--- src/rtl/c_rx_pkg.sv ---
// c_rx_pkg: shared state encoding and default sizes for the C-element receive bridge
package c_rx_pkg;
    typedef enum logic [1:0] {IDLE, HOLD, ACK, WAIT_HIGH} state_t;
    localparam int DW_DEF    = 16;
    localparam int DEPTH_DEF = 4;
    localparam int SYNC_DEF  = 2;
    localparam int ACK_DEF   = 2;
endpackage

--- src/rtl/sync_ff.sv ---
// sync_ff: multi-flop synchroniser with a configurable reset value
module sync_ff #(
    parameter int   STAGES  = 2,
    parameter logic RST_VAL = 1'b1
) (
    input  logic clk,
    input  logic rst_n,
    input  logic i_d,
    output logic o_q
);
    logic [STAGES-1:0] r_q;
    always_ff @(posedge clk or negedge rst_n)
        if (!rst_n) r_q <= {STAGES{RST_VAL}};
        else        r_q <= {r_q[STAGES-2:0], i_d};
    assign o_q = r_q[STAGES-1];
endmodule

--- src/rtl/c_rx_sync.sv ---
// c_rx_sync: C-element Send/Ack receiver feeding a valid/ready FIFO; C_RX_ERRCNT_EN enables the protocol-error counter
module c_rx_sync import c_rx_pkg::*; #(
    parameter int DW          = DW_DEF,
    parameter int DEPTH       = DEPTH_DEF,
    parameter int SYNC_STAGES = SYNC_DEF,
    parameter int ACK_CYCLES  = ACK_DEF
) (
    input  logic          CLK,
    input  logic          MR_n,
    input  logic          Send_in,
    input  logic [DW-1:0] Data_in,
    output logic          Ack_out,
    output logic [DW-1:0] Dout,
    output logic          Valid,
    input  logic          Ready,
    output logic [7:0]    Err_cnt
);
    localparam int PW = $clog2(DEPTH);
    localparam int CW = $clog2(ACK_CYCLES + 1);
    state_t          r_state, w_next;
    logic [CW-1:0]   r_cnt;
    logic            r_ack_n, r_s_d, w_s, w_live, w_fall;
    logic [PW:0]     r_wr, r_rd, w_fill;
    logic [PW-1:0]   w_rd_nxt;
    logic [DW-1:0]   r_mem [DEPTH];
    logic [DW-1:0]   r_dout;
    logic            w_full, w_pop, w_space, w_wr, w_empty_after;

    sync_ff #(.STAGES(SYNC_STAGES)) u_sync (.clk(CLK), .rst_n(MR_n), .i_d(Send_in), .o_q(w_s));
    // s_d stays 0 until the reset ones have flushed out, so a request held low across reset is not a fall
    sync_ff #(.STAGES(SYNC_STAGES), .RST_VAL(1'b0)) u_live (.clk(CLK), .rst_n(MR_n), .i_d(1'b1), .o_q(w_live));

    assign w_fall        = r_s_d && !w_s;
    assign Valid         = r_wr != r_rd;
    assign w_full        = (r_wr[PW] != r_rd[PW]) && (r_wr[PW-1:0] == r_rd[PW-1:0]);
    assign w_pop         = Valid && Ready;
    assign w_space       = !w_full || w_pop;
    assign w_fill        = r_wr - r_rd;
    assign w_empty_after = w_pop ? (w_fill == {{PW{1'b0}}, 1'b1}) : !Valid;
    assign w_rd_nxt      = r_rd[PW-1:0] + 1'b1;
    assign Ack_out       = r_ack_n;
    assign Dout          = r_dout;

    always_ff @(posedge CLK or negedge MR_n)
        if (!MR_n) begin
            r_state <= IDLE;
            r_cnt   <= '0;
            r_ack_n <= 1'b1;
            r_s_d   <= 1'b0;
        end else begin
            r_state <= w_next;
            r_cnt   <= (r_state == ACK) ? r_cnt + 1'b1 : '0;
            r_ack_n <= r_state != ACK;
            r_s_d   <= w_s && w_live;
        end

    always_comb begin
        w_next = r_state;
        case (r_state)
            IDLE:    if (w_fall) w_next = w_space ? ACK : HOLD;
            HOLD:    w_next = w_s ? IDLE : (w_space ? ACK : HOLD);
            ACK:     if (r_cnt == CW'(ACK_CYCLES - 1)) w_next = WAIT_HIGH;
            default: if (w_s) w_next = IDLE;
        endcase
    end

    always_comb begin
        w_wr = w_space && ((r_state == IDLE && w_fall) || (r_state == HOLD && !w_s));
    end

    always_ff @(posedge CLK or negedge MR_n)
        if (!MR_n) begin
            r_wr   <= '0;
            r_rd   <= '0;
            r_dout <= '0;
        end else begin
            if (w_wr) r_wr <= r_wr + 1'b1;
            if (w_pop) r_rd <= r_rd + 1'b1;
            if (w_wr && w_empty_after) r_dout <= Data_in;
            else if (w_pop && !w_empty_after) r_dout <= r_mem[w_rd_nxt];
        end

    always_ff @(posedge CLK)
        if (w_wr) r_mem[r_wr[PW-1:0]] <= Data_in;

`ifdef C_RX_ERRCNT_EN
    logic       w_err;
    logic [7:0] r_err;
    assign w_err = (r_state == HOLD && w_s) || (r_state == ACK && w_s && !r_s_d) || (r_state == WAIT_HIGH && w_fall);
    always_ff @(posedge CLK or negedge MR_n)
        if (!MR_n) r_err <= '0;
        else if (w_err && r_err != 8'hFF) r_err <= r_err + 1'b1;
    assign Err_cnt = r_err;
`else
    assign Err_cnt = '0;
`endif
endmodule

--- config.mk ---
export PLATFORM = sky130hd
export DESIGN_NAME = c_rx_sync
export DESIGN_NICKNAME = d
export VERILOG_FILES = /design/src/rtl/c_rx_pkg.sv /design/src/rtl/sync_ff.sv /design/src/rtl/c_rx_sync.sv
export SDC_FILE = /design/constraint.sdc
export NUM_CORES = 1
export LEC_CHECK = 0
export CORE_ASPECT_RATIO = 0.5
export CORE_MARGIN = 2
export CORE_UTILIZATION = 25
export DETAILED_ROUTE_END_ITERATION = 8
export PLACE_DENSITY = 0.43
export SLEW_MARGIN = 30
export SYNTH_ARGS = -nofsm -noshare
export SYNTH_HDL_FRONTEND = slang
export SYNTH_HIERARCHICAL = 1
export SYNTH_SLANG_ARGS = --single-unit
export TNS_END_PERCENT = 10
--- constraint.sdc ---
create_clock -name CLK -period 3.2 [get_ports CLK]
set_input_delay 0.32 -clock CLK [delete_from_list [all_inputs] [get_ports CLK]]
set_output_delay 0.32 -clock CLK [all_outputs]
set_load 0.01 [all_outputs]
==> run_results.csv, run 1 <==
group,metric,value,unit
drt,drt_wl_total,7960,um
die,die_w,181,um
synthesis,ys_ff_latch,96,
synthesis,synth_edf_count,64,
clock_tree,cts_buffers,9,
run_status,status,"finished clean",
synthesis,synth-adder-area-share,3.06,%
worst_setup_path,crit_arrival,2.32,ns
worst_setup_path,r2r_cells,8,
final_layout,layout.nets,298,
synthesis,synthMuxAreaShare,9.72,%
die,die-area,0.0168,sq mm
final_layout,drive_gt1_share,22.3,%
sta,rsz0062_at_grt,"false",
clock_tree,post_cts_buffers,0,
global_routing,gr-total-overflow,0,
synthesis,synth_xor_area_share,1.91,%
clock_tree,clkLatencyLatePin,0.33,ns
place,dp_hpwl,5310,um
sta,finalMaxSlewViolations,0,
synthesis,synth_common_cells,"edfxtp_1 (64), dfrtp_1 (29), mux4_2 (16), nor3b_1 (16), a221o_1 (10)",
worst_setup_path,max_stage_delay,0.54,ns
drt,wl_per_cell,16.6,um
clock_tree,htreeDepth,3,
worst_setup_path,path_cells,"inv_1 > ha_1 > and2_1 > and2_1 > buf_4 > inv_2 > clkdlybuf4s50_1",
worst_setup_path,cp_top_family,"buffers and inverters",
min_path,hp-class,"in2async",
sta,setup_tns,0,ns
drt,drc,0,
worst_setup_path,r2r_start,"r_wr[0]",
drt,postRouteAntennaNets,0,
synthesis,seq_area_frac_synth,69.4,%
final_layout,fillers,1490,
synthesis,syn_inst,220,
sta,fin_ws,0.562,ns
die,num_io_pins,46,
sta,fmax,379,MHz
sta,setup_viol,0,
sta,period_share,82.5,%
clock_tree,cts_hold_buf,0,
sta,tightest_slew,0.793,ns
die,die_h,92.6,um
worst_setup_path,cp_common_cell,"and2_1",
place,io_buffers,37,
sta,fin_skew,0.00649,ns
sta,slew_headroom,47.1,%
synthesis,yosysTopAreaCell,"edfxtp_1",
clock_tree,clock_sinks,96,
worst_setup_path,endpoint_kind,"primary output",
sta,hold_viol,0,
synthesis,syn-cell-area,0.00393,sq mm
die,rows,32,
clock_tree,cts_tree,"built",
sta,period_needed,2.64,ns
place,place_ws,0.747,ns
synthesis,synth_most_common_cell,"edfxtp_1",
worst_setup_path,critPathMaxFanout,11,
clock_tree,root_buffer,"clkbuf_16",
synthesis,synth_top_area_share,48.9,%
place,gp_congestion,0.725,
worst_setup_path,cp.buffers_inverters,4,
synthesis,avgSynthCellArea,17.9,sq um
worst_setup_path,crit_required,2.88,ns
power_and_ir_drop,peakVddDrop,327,uV
drt,first_pass_iters,4,
global_routing,grt_pass1_wl,12800,um
synthesis,yosys_warnings,6,
worst_setup_path,critPathSlowestCell,"clkdlybuf4s50_1",
synthesis,synth.distinct_cells,38,
global_routing,grt_max_degree,33,
synthesis,synth_compound_area_share,6.37,%
flow_run,maxCapViolations,0,
final_layout,antenna_cells,0,
global_routing,antenna_found_initial,0,
die,core_region_area,0.0154,sq mm
synthesis,synth-simple-area-share,5.61,%
drt,drt_iter0_drc,77,
clock_tree,clock_path_buffers,2,
final_layout,final_cell_area,0.00491,sq mm
clock_tree,post_cts_resized,0,
synthesis,async_reset_ff_share,33.3,%
synthesis,synth_ff_type,"edfxtp_1",
place,place_area,0.00460,sq mm
worst_setup_path,worstSetupPathType,"reg2out",
power_and_ir_drop,power_density,969,mW/mm^2
worst_setup_path,startpoint_type,"register",
drt,viasPerCell,4.24,
worst_setup_path,r2r_end,"Dout[7]",
die,initial_core_util,25.5,%
worst_setup_path,rrSetupSlack,0.77,ns
synthesis,synth_top_family_by_area,"multiplexers",
global_routing,grt_pass1_vias,2183,
drt,num_vias,2028,
synthesis,synthTopCellsByArea,"edfxtp_1 (49%), dfrtp_1 (18%), mux4_2 (9.2%), nor3b_1 (3.1%), a221o_1 (2.5%)",
power_and_ir_drop,power_leakage,1.75,nW
final_layout,syn2layout_area_growth,24.9,%
global_routing,grt_use_total,10.4,%
clock_tree,clkTransAtPathRegs,0.07,ns
## worst max path at each step
stage | endpoint | from | depth (start not counted) | slack [ns]
after floorplan | r_mem[3][0] | r_wr[0] | 5 | 0.81
after global placement | Dout[7] | r_wr[0] | 8 | 0.76
after detailed placement | Dout[9] | r_wr[0] | 8 | 0.75
after CTS | Valid | r_wr[0] | 7 | 0.53
after global routing | Valid | r_wr[0] | 7 | 0.42
final | Valid | r_wr[0] | 7 | 0.56
## worst reg2reg max path, cell delays in order, from the launching register on
cell and delay, ns:
dfrtp_1 0.37, inv_1 0.10, ha_1 0.22, fa_1 0.38, xnor3_1 0.24, a22oi_2 0.18
o22ai_2 0.20, buf_4 0.26, a221o_1 0.36
## cell usage in the layout, fill, tap and decap left out, drive strengths merged, types with 2 or more instances in the layout
| cell | synthesis | layout |
|---|---|---|
| clkdlybuf4s50 | 0 | 36 |
| a21oi | 3 | 3 |
| clkinvlp | 0 | 3 |
| xnor2 | 4 | 4 |
| dfstp | 3 | 3 |
| nand2 | 2 | 2 |
| dfrtp | 29 | 29 |
| xor2 | 2 | 2 |
| inv | 9 | 10 |
| and2 | 7 | 7 |
| nand3 | 3 | 3 |
| mux4 | 16 | 16 |
| clkbuf | 3 | 10 |
| nor2 | 4 | 4 |
| nor3b | 16 | 16 |
| edfxtp | 64 | 64 |
| buf | 15 | 13 |
| ha | 8 | 8 |
| a221o | 16 | 16 |
| conb | 2 | 9 |
## per-stage QoR
| step | util, % | power (mW) | cells | hold slack [ns] |
|---|---|---|---|---|
| 6_report | 31.9 | 4.75 | 478 | 0.0638 |
| 5_1_grt | 31.9 | 5.07 | 478 | 0.141 |
| 4_1_cts | 31.9 | 4.85 | 478 | 0.101 |
| 3_5_place_dp | 29.9 | 3.75 | 462 | 0.336 |
| 3_3_place_gp | 29.9 | 3.74 | 462 | 0.339 |
| 2_1_floorplan | - | 3.03 | 227 | 0.0244 |
## final cells by class
cell class | instances | area [sq um] | share of cell area [%]
clock buffer | 10 | 239 | 4.87
sequential | 96 | 2730 | 55.6
inverter | 9 | 33.8 | 0.688
multi-input combinational | 104 | 1080 | 22.0
timing repair buffer | 49 | 505 | 10.3
tap | 204 | 255 | 5.20
clock inverter | 6 | 66.3 | 1.35
## layer usage
| metal | global-route usage [%] | vias to the layer above | share of wire [%] |
|---|---|---|---|
| met4 | 3.05 | 0 | 0.90 |
| li1 | - | 929 | - |
| met2 | 17.1 | 32 | 49 |
| met3 | 2.83 | 5 | 2.6 |
| met5 | 0 | - | 0 |
| met1 | 13.4 | 1062 | 47 |
## report_power, final
group          switching [mW]  internal (mW)
combinational           0.923           1.04
clock                   0.452          0.628
sequential              0.130           1.58
## state kept, by name (all words and copies together) (netlist names), 2 cells and up
name,cells
u_sync/r_q,2
r_state,2
r_wr,3
r_rd,3
u_live/r_q,2
r_cnt,2
Dout,16
r_mem,64
## logic make-up (layout without fill, tap and decap cells)
kind of cell / Yosys count / in the layout
and+or+nand+nor: 35 / 35
xor gates and xnor gates: 7 / 7
muxes: 18 / 18
buffers and inverters: 27 / 74
adders and majority gates: 9 / 9
AOI/OAI and AO/OA: 26 / 26
DFF: 96 / 96
other: 2 / 9
No activity file was read; power rests on OpenSTA's default activity.
==> run 2: changes to the inputs <==
PLACE_DENSITY = 0.44   (was 0.43)
clock period = 2.22 ns   (was 3.2 ns; I/O delays follow)
==> run_results.csv, run 2 (synthesis results as in run 1) <==
group,metric,value,unit
run_status,status,"finished clean",
drt,viasPerCell,4.36,
final_layout,finalNonFillerCells,494,
power_and_ir_drop,power,7.34,mW
drt,drt_iter0_drc,93,
sta,period_needed,2.19,ns
worst_setup_path,cp.buffers_inverters,3,
place,io_buffers,37,
die,die_w,181,um
sta,finalMaxSlewViolations,0,
final_layout,antenna_cells,0,
sta,fin_ws,0.0326,ns
global_routing,gr-total-overflow,0,
global_routing,antenna_found_initial,0,
die,num_io_pins,46,
power_and_ir_drop,power_leakage,1.85,nW
flow_run,maxCapViolations,0,
final_layout,final_cell_area,0.00509,sq mm
clock_tree,root_buffer,"clkbuf_16",
clock_tree,cts_tree,"built",
worst_setup_path,endpoint_kind,"primary output",
worst_setup_path,path_cells,"ha_4 > and2_1 > and2_1 > inv_2 > buf_4 > dlygate4sd2_1",
worst_setup_path,critPathMaxFanout,4,
global_routing,grt_use_total,10.6,%
clock_tree,clock_path_buffers,2,
final_layout,layout_common_cells,"edfxtp_1 (64), clkdlybuf4s50_1 (35), dfrtp_1 (29)",
global_routing,grt_pass1_wl,12900,um
die,die-area,0.0168,sq mm
die,core_region_area,0.0154,sq mm
worst_setup_path,cp_common_cell,"and2_1",
final_layout,syn2layout_area_growth,29.7,%
sta,setup_tns,0,ns
drt,num_vias,2155,
sta,slew_headroom,48.0,%
drt,first_pass_iters,4,
final_layout,multiInputGateArea,0.00113,sq mm
sta,tightest_slew,0.779,ns
worst_setup_path,crit_arrival,1.97,ns
clock_tree,clkTransAtPathRegs,0.07,ns
clock_tree,cts_buffers,9,
final_layout,utilization,33.1,%
power_and_ir_drop,power_density,1440,mW/mm^2
worst_setup_path,max_stage_delay,0.42,ns
final_layout,layout.nets,314,
drt,wl_per_cell,16.9,um
drt,postRouteAntennaNets,0,
sta,setup_viol,0,
clock_tree,clock_sinks,96,
place,place_ws,-0.270,ns
global_routing,grt_pass1_vias,2312,
worst_setup_path,startpoint_type,"register",
sta,fmax,457,MHz
power_and_ir_drop,peakVddDrop,580,uV
worst_setup_path,critPathSlowestCell,"dfrtp_1",
worst_setup_path,crit_required,2.00,ns
die,die_h,92.6,um
sta,period_share,98.5,%
min_path,hp-class,"in2reg",
place,placed_cells,474,
die,rows,32,
global_routing,grt_max_degree,33,
drt,drt_wl_total,8330,um
sta,fin_hold_ws,0.282,ns
sta,fin_skew,0.0115,ns
place,gp_congestion,0.686,
clock_tree,clkLatencyLatePin,0.35,ns
place,place_area,0.00469,sq mm
sta,rsz0062_at_grt,"true",
final_layout,fillers,1507,
sta,hold_viol,0,
final_layout,mostFrequentLayoutCell,"edfxtp_1",
worst_setup_path,cp_top_family,"buffers and inverters",
die,initial_core_util,25.5,%
final_layout,drive_gt1_share,28.3,%
drt,drc,0,
worst_setup_path,worstSetupPathType,"reg2out",
place,dp_hpwl,5370,um
final_layout,ff_latch_area,0.00273,sq mm
final_layout,largest_register_ff_count,64,
clock_tree,htreeDepth,3,
==> run 2: cell types whose count changed in the layout (fill, tap and decap cells not counted), sizes merged <==
cell / previous run / this run
dlygate4sd2: 0 / 1
bufinv: 1 / 0
clkbuf: 10 / 11
clkinvlp: 3 / 1
dlygate4sd3: 0 / 1
buf: 13 / 27
inv: 10 / 13
clkdlybuf4s50: 36 / 35
==> run 2: report_power, final <==
part	switching (mW)	internal (mW)
Combinational	1.49	1.89
Sequential	0.204	2.27
Clock	0.678	0.805
==> run 2: cell type report <==
type                       count  area share, %
clock buffer                  10           4.69
clock inverter                 6          0.958
inverter                       9          0.663
multi-input combinational    104           22.1
sequential                    96           53.5
tap                          204           5.01
timing repair buffer          65           13.0
==> run 2: worst register-to-register path, cell delays in order (launching register included) <==
cell and delay, ns:
dfrtp_1 0.42, ha_4 0.18, fa_2 0.35, xnor3_1 0.23, a22oi_2 0.20, o22ai_4 0.16
clkbuf_16 0.19, a221o_2 0.34
==> run 2: per-layer routing <==
metal | vias up | track usage, % | share of wire, %
met5 | - | 0 | 0
met4 | 0 | 4.20 | 0.98
met3 | 7 | 2.91 | 2.9
met2 | 38 | 17.3 | 48
met1 | 1140 | 13.5 | 48
li1 | 970 | - | -
==> run 2: timing repair <==
action | 4_1_cts | 5_1_grt
cloned | 0 | 1
hold buffers | 1 | 0
setup buffers | 1 | 2
gates resized for setup | 2 | 10
endpoints found under the hold margin | 29 | 0
endpoints found under the setup margin | 17 | 36
pin swaps | 7 | 16
==> run 2: worst paths after layout <==
check	startpoint	end	slack (ns)	cells after the start
max in group asynchronous	MR_n	r_wr[1]	1.22	2
min reg2reg	u_live/r_q[0]	u_live/r_q[1]	0.35	0
min	Send_in	u_sync/r_q[0]	0.28	1
max reg2reg	r_rd[0]	Dout[12]	0.04	7
max	r_rd[0]	Valid	0.03	6
min in group asynchronous	MR_n	u_live/r_q[1]	0.50	2
==> RTL change 1 (config.mk and constraints of run 1) <==
The package constant `ACK_DEF` goes from 2 to 1.
--- a/src/rtl/c_rx_pkg.sv
+++ b/src/rtl/c_rx_pkg.sv
@@ -5,5 +5,5 @@
     localparam int DEPTH_DEF = 4;
     localparam int SYNC_DEF  = 2;
-    localparam int ACK_DEF   = 2;
+    localparam int ACK_DEF   = 1;
 endpackage
 
Check against the original RTL: not equivalent (a bounded check fails within 10 cycles, from zero or initial values).
==> RTL change 1 against run 1 <==
- total power up 5.9%
- sequential cell count down 1
- global-route usage is 0.62 points higher
- final area hardly changed
- worst setup slack got worse by 0.10 ns
- wire length grew 10%
- core utilization down 0.47 points
- first-iteration DRC count grew 120%
- combinational power increased by 12%
- clock skew decreased by 0.0021 ns
- area after synthesis up 3.1%
- sequential power up 3%
==> RTL change 1: results (changes against run 1) <==
[yosys]
ys_types = 36  ; -5.3%
synth_commonest_cells = edfxtp_1, dfrtp_1, a21oi_1, nand2b_1
yosys-top-cells-area = edfxtp_1, dfrtp_1, mux4_2, a221o_1, o211ai_1
synth_seq_area_share_pct = 66.7  ; -2.7 points
yosys_warnings = 6  ; unchanged
synth_edf_count = 64  ; unchanged
synth_top_flop_cell = edfxtp_1
async_reset_ff_share_pct = 32.6  ; -0.70 points

[cts]
cts_buffer_depth = 2  ; unchanged
clk_pin_slew_ns = 0.07  ; about the same
numCtsBuffers = 9  ; unchanged
cts-resized-gates = 0  ; unchanged
postCtsSetupRepairBufs = 0  ; unchanged

[routing]
drt_iter0_drc = 173  ; +120%
wl_mm = 8.78  ; +10%
dr.pass1.iters = 4  ; unchanged
viasPerCell = 4.58  ; +7.9%

[layout]
largest_reg_flops = 64  ; unchanged
layout.nets = 312  ; +4.7%
drive_gt1_share_pct = 17.0  ; -5.3 points
num-fill-cells = 1540  ; +3.4%

[grt]
antenna_found_initial = 0  ; unchanged
grt_pass1_wl_mm = 13.7  ; +7.3%
grt_pass1_vias = 2275  ; +4.2%
grt_util_all_layers_pct = 11.0  ; +0.62 points
grt_start_max_net_pins = 36  ; +9.1%

[worst_hold_path]
worstHoldPathType = flop to flop
holdPathStages = 0
min_from = u_live/r_q[0]$_DFF_PN0_
min_to = u_live/r_q[1]$_DFF_PN0_

[power_and_ir_drop]
ir_drop_mv = 0.360  ; +10%
p_leak_nw = 1.72  ; -1.6%

[worst_setup_path]
reg2regPathDepth = 7  ; -1
r2r_slack_ns = 0.53  ; -0.24 ns
setup.worst_path.end = Valid
critPathMaxFanout = 18  ; +7
startpoint = r_rd[0]$_DFFE_PN0P_

[run_status]
status = finished clean

[job]
drv_cap = 0  ; unchanged

[timing]
relSlewSlack_pct = 37.1  ; -10 points
skew_ns = 0.00436  ; -0.00214 ns
period_share_pct = 85.7  ; +3.2 points

[placed_design]
place_ws_ns = 0.524  ; -0.223 ns
gp_congestion = 0.705  ; -2.7%
place_hpwl_mm = 5.62  ; +5.8%
post_dp_cell_area_um2 = 4610  ; +0.19%

RTL change 1: layer usage:
metal,track usage [%],up-vias,wire [um]
li1,-,1023,-
met1,14.6,1174,4150
met2,17.4,49,4180
met3,2.91,10,336
met4,3.80,0,116
met5,0,-,0
RTL change 1: cells by family (layout without fill, tap and decap cells):
kind of cell | after synthesis | in the layout | share of synthesized area (%)
AND/OR/NAND/NOR | 36 | 36 | 5.28
XOR/XNOR | 6 | 6 | 1.70
AO/OA/AOI/OAI | 53 | 53 | 10.1
other | 2 | 9 | 0.185
adder cells (fa/ha/maj) | 8 | 8 | 2.66
buffers and inverters | 28 | 64 | 3.86
flip-flops | 95 | 95 | 66.7
multiplexers | 18 | 18 | 9.46
RTL change 1: critical path, stage by stage (launching register included):
cell,delay (ns)
dfrtp_1,0.40
buf_4,0.20
ha_1,0.31
and3_1,0.15
buf_4,0.25
clkinv_1,0.23
clkdlybuf4s50_1,0.54
RTL change 1: per-stage QoR:
step	power, mW	instances	util (%)	hold slack (ns)
2_1_floorplan	3.28	253	-	0.0244
3_3_place_gp	3.95	477	29.5	0.335
3_5_place_dp	4.02	477	29.5	0.336
4_1_cts	5.11	493	31.4	0.351
5_1_grt	5.36	493	31.4	0.359
6_report	5.03	493	31.4	0.351
RTL change 1: power by group:
group | total, mW | switching [mW] | internal (mW)
clock network | 1.07 | 0.462 | 0.608
registers | 1.76 | 0.179 | 1.58
logic | 2.20 | 1.17 | 1.03
total | 5.03 | 1.81 | 3.22
RTL change 1: final cells by class:
cell class                 instances  area [um^2]  share of cell area [%]
clock inverter                     7         71.3                    1.45
clock buffer                       9          225                    4.59
tap                              204          255                    5.20
inverter                           5         18.8                   0.382
sequential                        95         2700                    55.0
multi-input combinational        130         1220                    24.9
timing repair buffer              43          415                    8.46
==> RTL change 2 (config.mk and constraints of run 1) <==
Without the edit above. The 4 states of `state_t` get a one-hot encoding in 4 bits.
--- a/src/rtl/c_rx_pkg.sv
+++ b/src/rtl/c_rx_pkg.sv
@@ -1,5 +1,5 @@
 // c_rx_pkg: shared state encoding and default sizes for the C-element receive bridge
 package c_rx_pkg;
-    typedef enum logic [1:0] {IDLE, HOLD, ACK, WAIT_HIGH} state_t;
+    typedef enum logic [3:0] {IDLE = 4'b0001, HOLD = 4'b0010, ACK = 4'b0100, WAIT_HIGH = 4'b1000} state_t;
     localparam int DW_DEF    = 16;
     localparam int DEPTH_DEF = 4;
Formal check against the unedited RTL: same outputs for any inputs over 10 cycles, from zero or initial values; not proved beyond that.
==> RTL change 2 against run 1 <==
- total power is 3.0% higher
- sequential cell count is 2 higher
- final area is 5.0% higher
- worst setup slack worse by 0.037 ns
- area after synthesis is 7.7% higher
- clock power is 6% lower
- wire length is 3.6% higher
- die area is 7.5% higher
- critical endpoint is now Dout[10]$_DFFE_PN0P_
==> RTL change 2: results (changes against run 1) <==
[run_status]
status = finished clean

[layout]
num-clock-buffers = 9  ; -1
clk_share_pct = 5.29  ; -0.93 points
drive_gt1_share_pct = 27.3  ; +5.0 points
layout.nets = 307  ; +3.0%
final_area_um2 = 5150  ; +5.0%
seqAreaFraction_pct = 53.9  ; -1.7 points
multiInputGateArea_um2 = 1340  ; +24%
signal_buffers = 46  ; -6.1%
multi_input_cells = 115  ; +11%
inv_count = 8  ; -1
num-fill-cells = 1610  ; +8.1%
syn_to_final_growth_pct = 21.9

[yosys]
postSynthAreaPerCell_um2 = 18.4  ; +3.0%
async_reset_ff_share_pct = 34.7  ; +1.4 points
yosys-top-cells-area = edfxtp_1, dfrtp_1, mux4_2, mux2_4, dfstp_2
synth_seq_area_share_pct = 65.7  ; -3.8 points
ys_types = 45  ; +18%

[power_and_ir_drop]
pg_comb_mw = 2.13  ; +8%
power_density_nw_per_um2 = 950  ; -2.0%
ir_drop_mv = 0.287  ; -12%
p_sw_mw = 1.52  ; +1.0%
p_leak_nw = 1.91  ; +9.5%

[worst_setup_path]
critPathMaxFanout = 9  ; -2
critical_path.top_delay_family = adder cells
critPathArrivalTime_ns = 2.90  ; +0.58 ns
slowest_delay_ns = 0.42  ; -0.12 ns
setup.worst_path.end = Dout[10]$_DFFE_PN0P_
critPathSlowestCell = o221ai_4

[routing]
wl_mm = 8.24  ; +3.6%
viasPerCell = 4.11  ; -3.2%
drt_iter0_drc = 100  ; +30%
wire_per_inst_um = 16.2  ; -2.7%
wl_met2_mm = 4.17  ; +6.3%

[placed_design]
place_hpwl_mm = 5.10  ; -4.0%
place_ws_ns = 0.493  ; -0.254 ns
gp_congestion = 0.772  ; +6.6%
post_dp_cell_area_um2 = 4870  ; +5.8%
dp_cells = 493  ; +6.7%

[timing]
worstMarginPinSlew_ns = 0.503  ; -0.290 ns
fin_ws_ns = 0.525  ; -0.0370 ns
hold_slack_ns = 0.356  ; +0.292 ns
skew_ns = 0.00965  ; +0.00316 ns

[cts]
numClockSinks = 98  ; +2.1%
clkLatencyLatePin_ns = 0.34

[grt]
grt_pass1_vias = 2273  ; +4.1%
grt_start_max_net_pins = 35  ; +6.1%
grt_util_met2_pct = 17.7  ; +0.54 points
grt_util_all_layers_pct = 9.98  ; -0.39 points
globalRouteMet3Util_pct = 2.55  ; -0.28 points

[worst_hold_path]
worstHoldPathType = flop to flop

[RTL change 2: cell count changes after synthesis, moves of 4 or more]
cell     before  now
mux2_2        1    7
mux2_1        0    6
a221o_1      10    0
mux2_4        0   20
a221o_2       6    0
and3_1        0    4
nor3b_1      16    0
and2_1        7    2
[RTL change 2: logic make-up after synthesis]
| group | count (synthesis) | share of synthesized area (%) |
|---|---|---|
| mux | 49 | 19.1 |
| xor+xnor | 7 | 1.83 |
| other cells | 2 | 0.178 |
| fa+ha+maj | 9 | 2.84 |
| simple gates | 26 | 3.73 |
| compound gates | 15 | 3.40 |
| buf+inv | 24 | 3.28 |
| flops | 98 | 65.7 |
[RTL change 2: timing repair]
action                                 CTS  global route
setup endpoints to repair                0             0
endpoints found under the hold margin    0            24
hold buffers                             0             1
setup buffers                            0             0
[RTL change 2: worst register-to-register path: cells and delay by family (launching register included)]
kind,cells,cell delay (ns)
xor+xnor,1,0.28
flops,1,0.37
buf+inv,2,0.33
compound gates,1,0.42
mux,2,0.56
fa+ha+maj,2,0.59
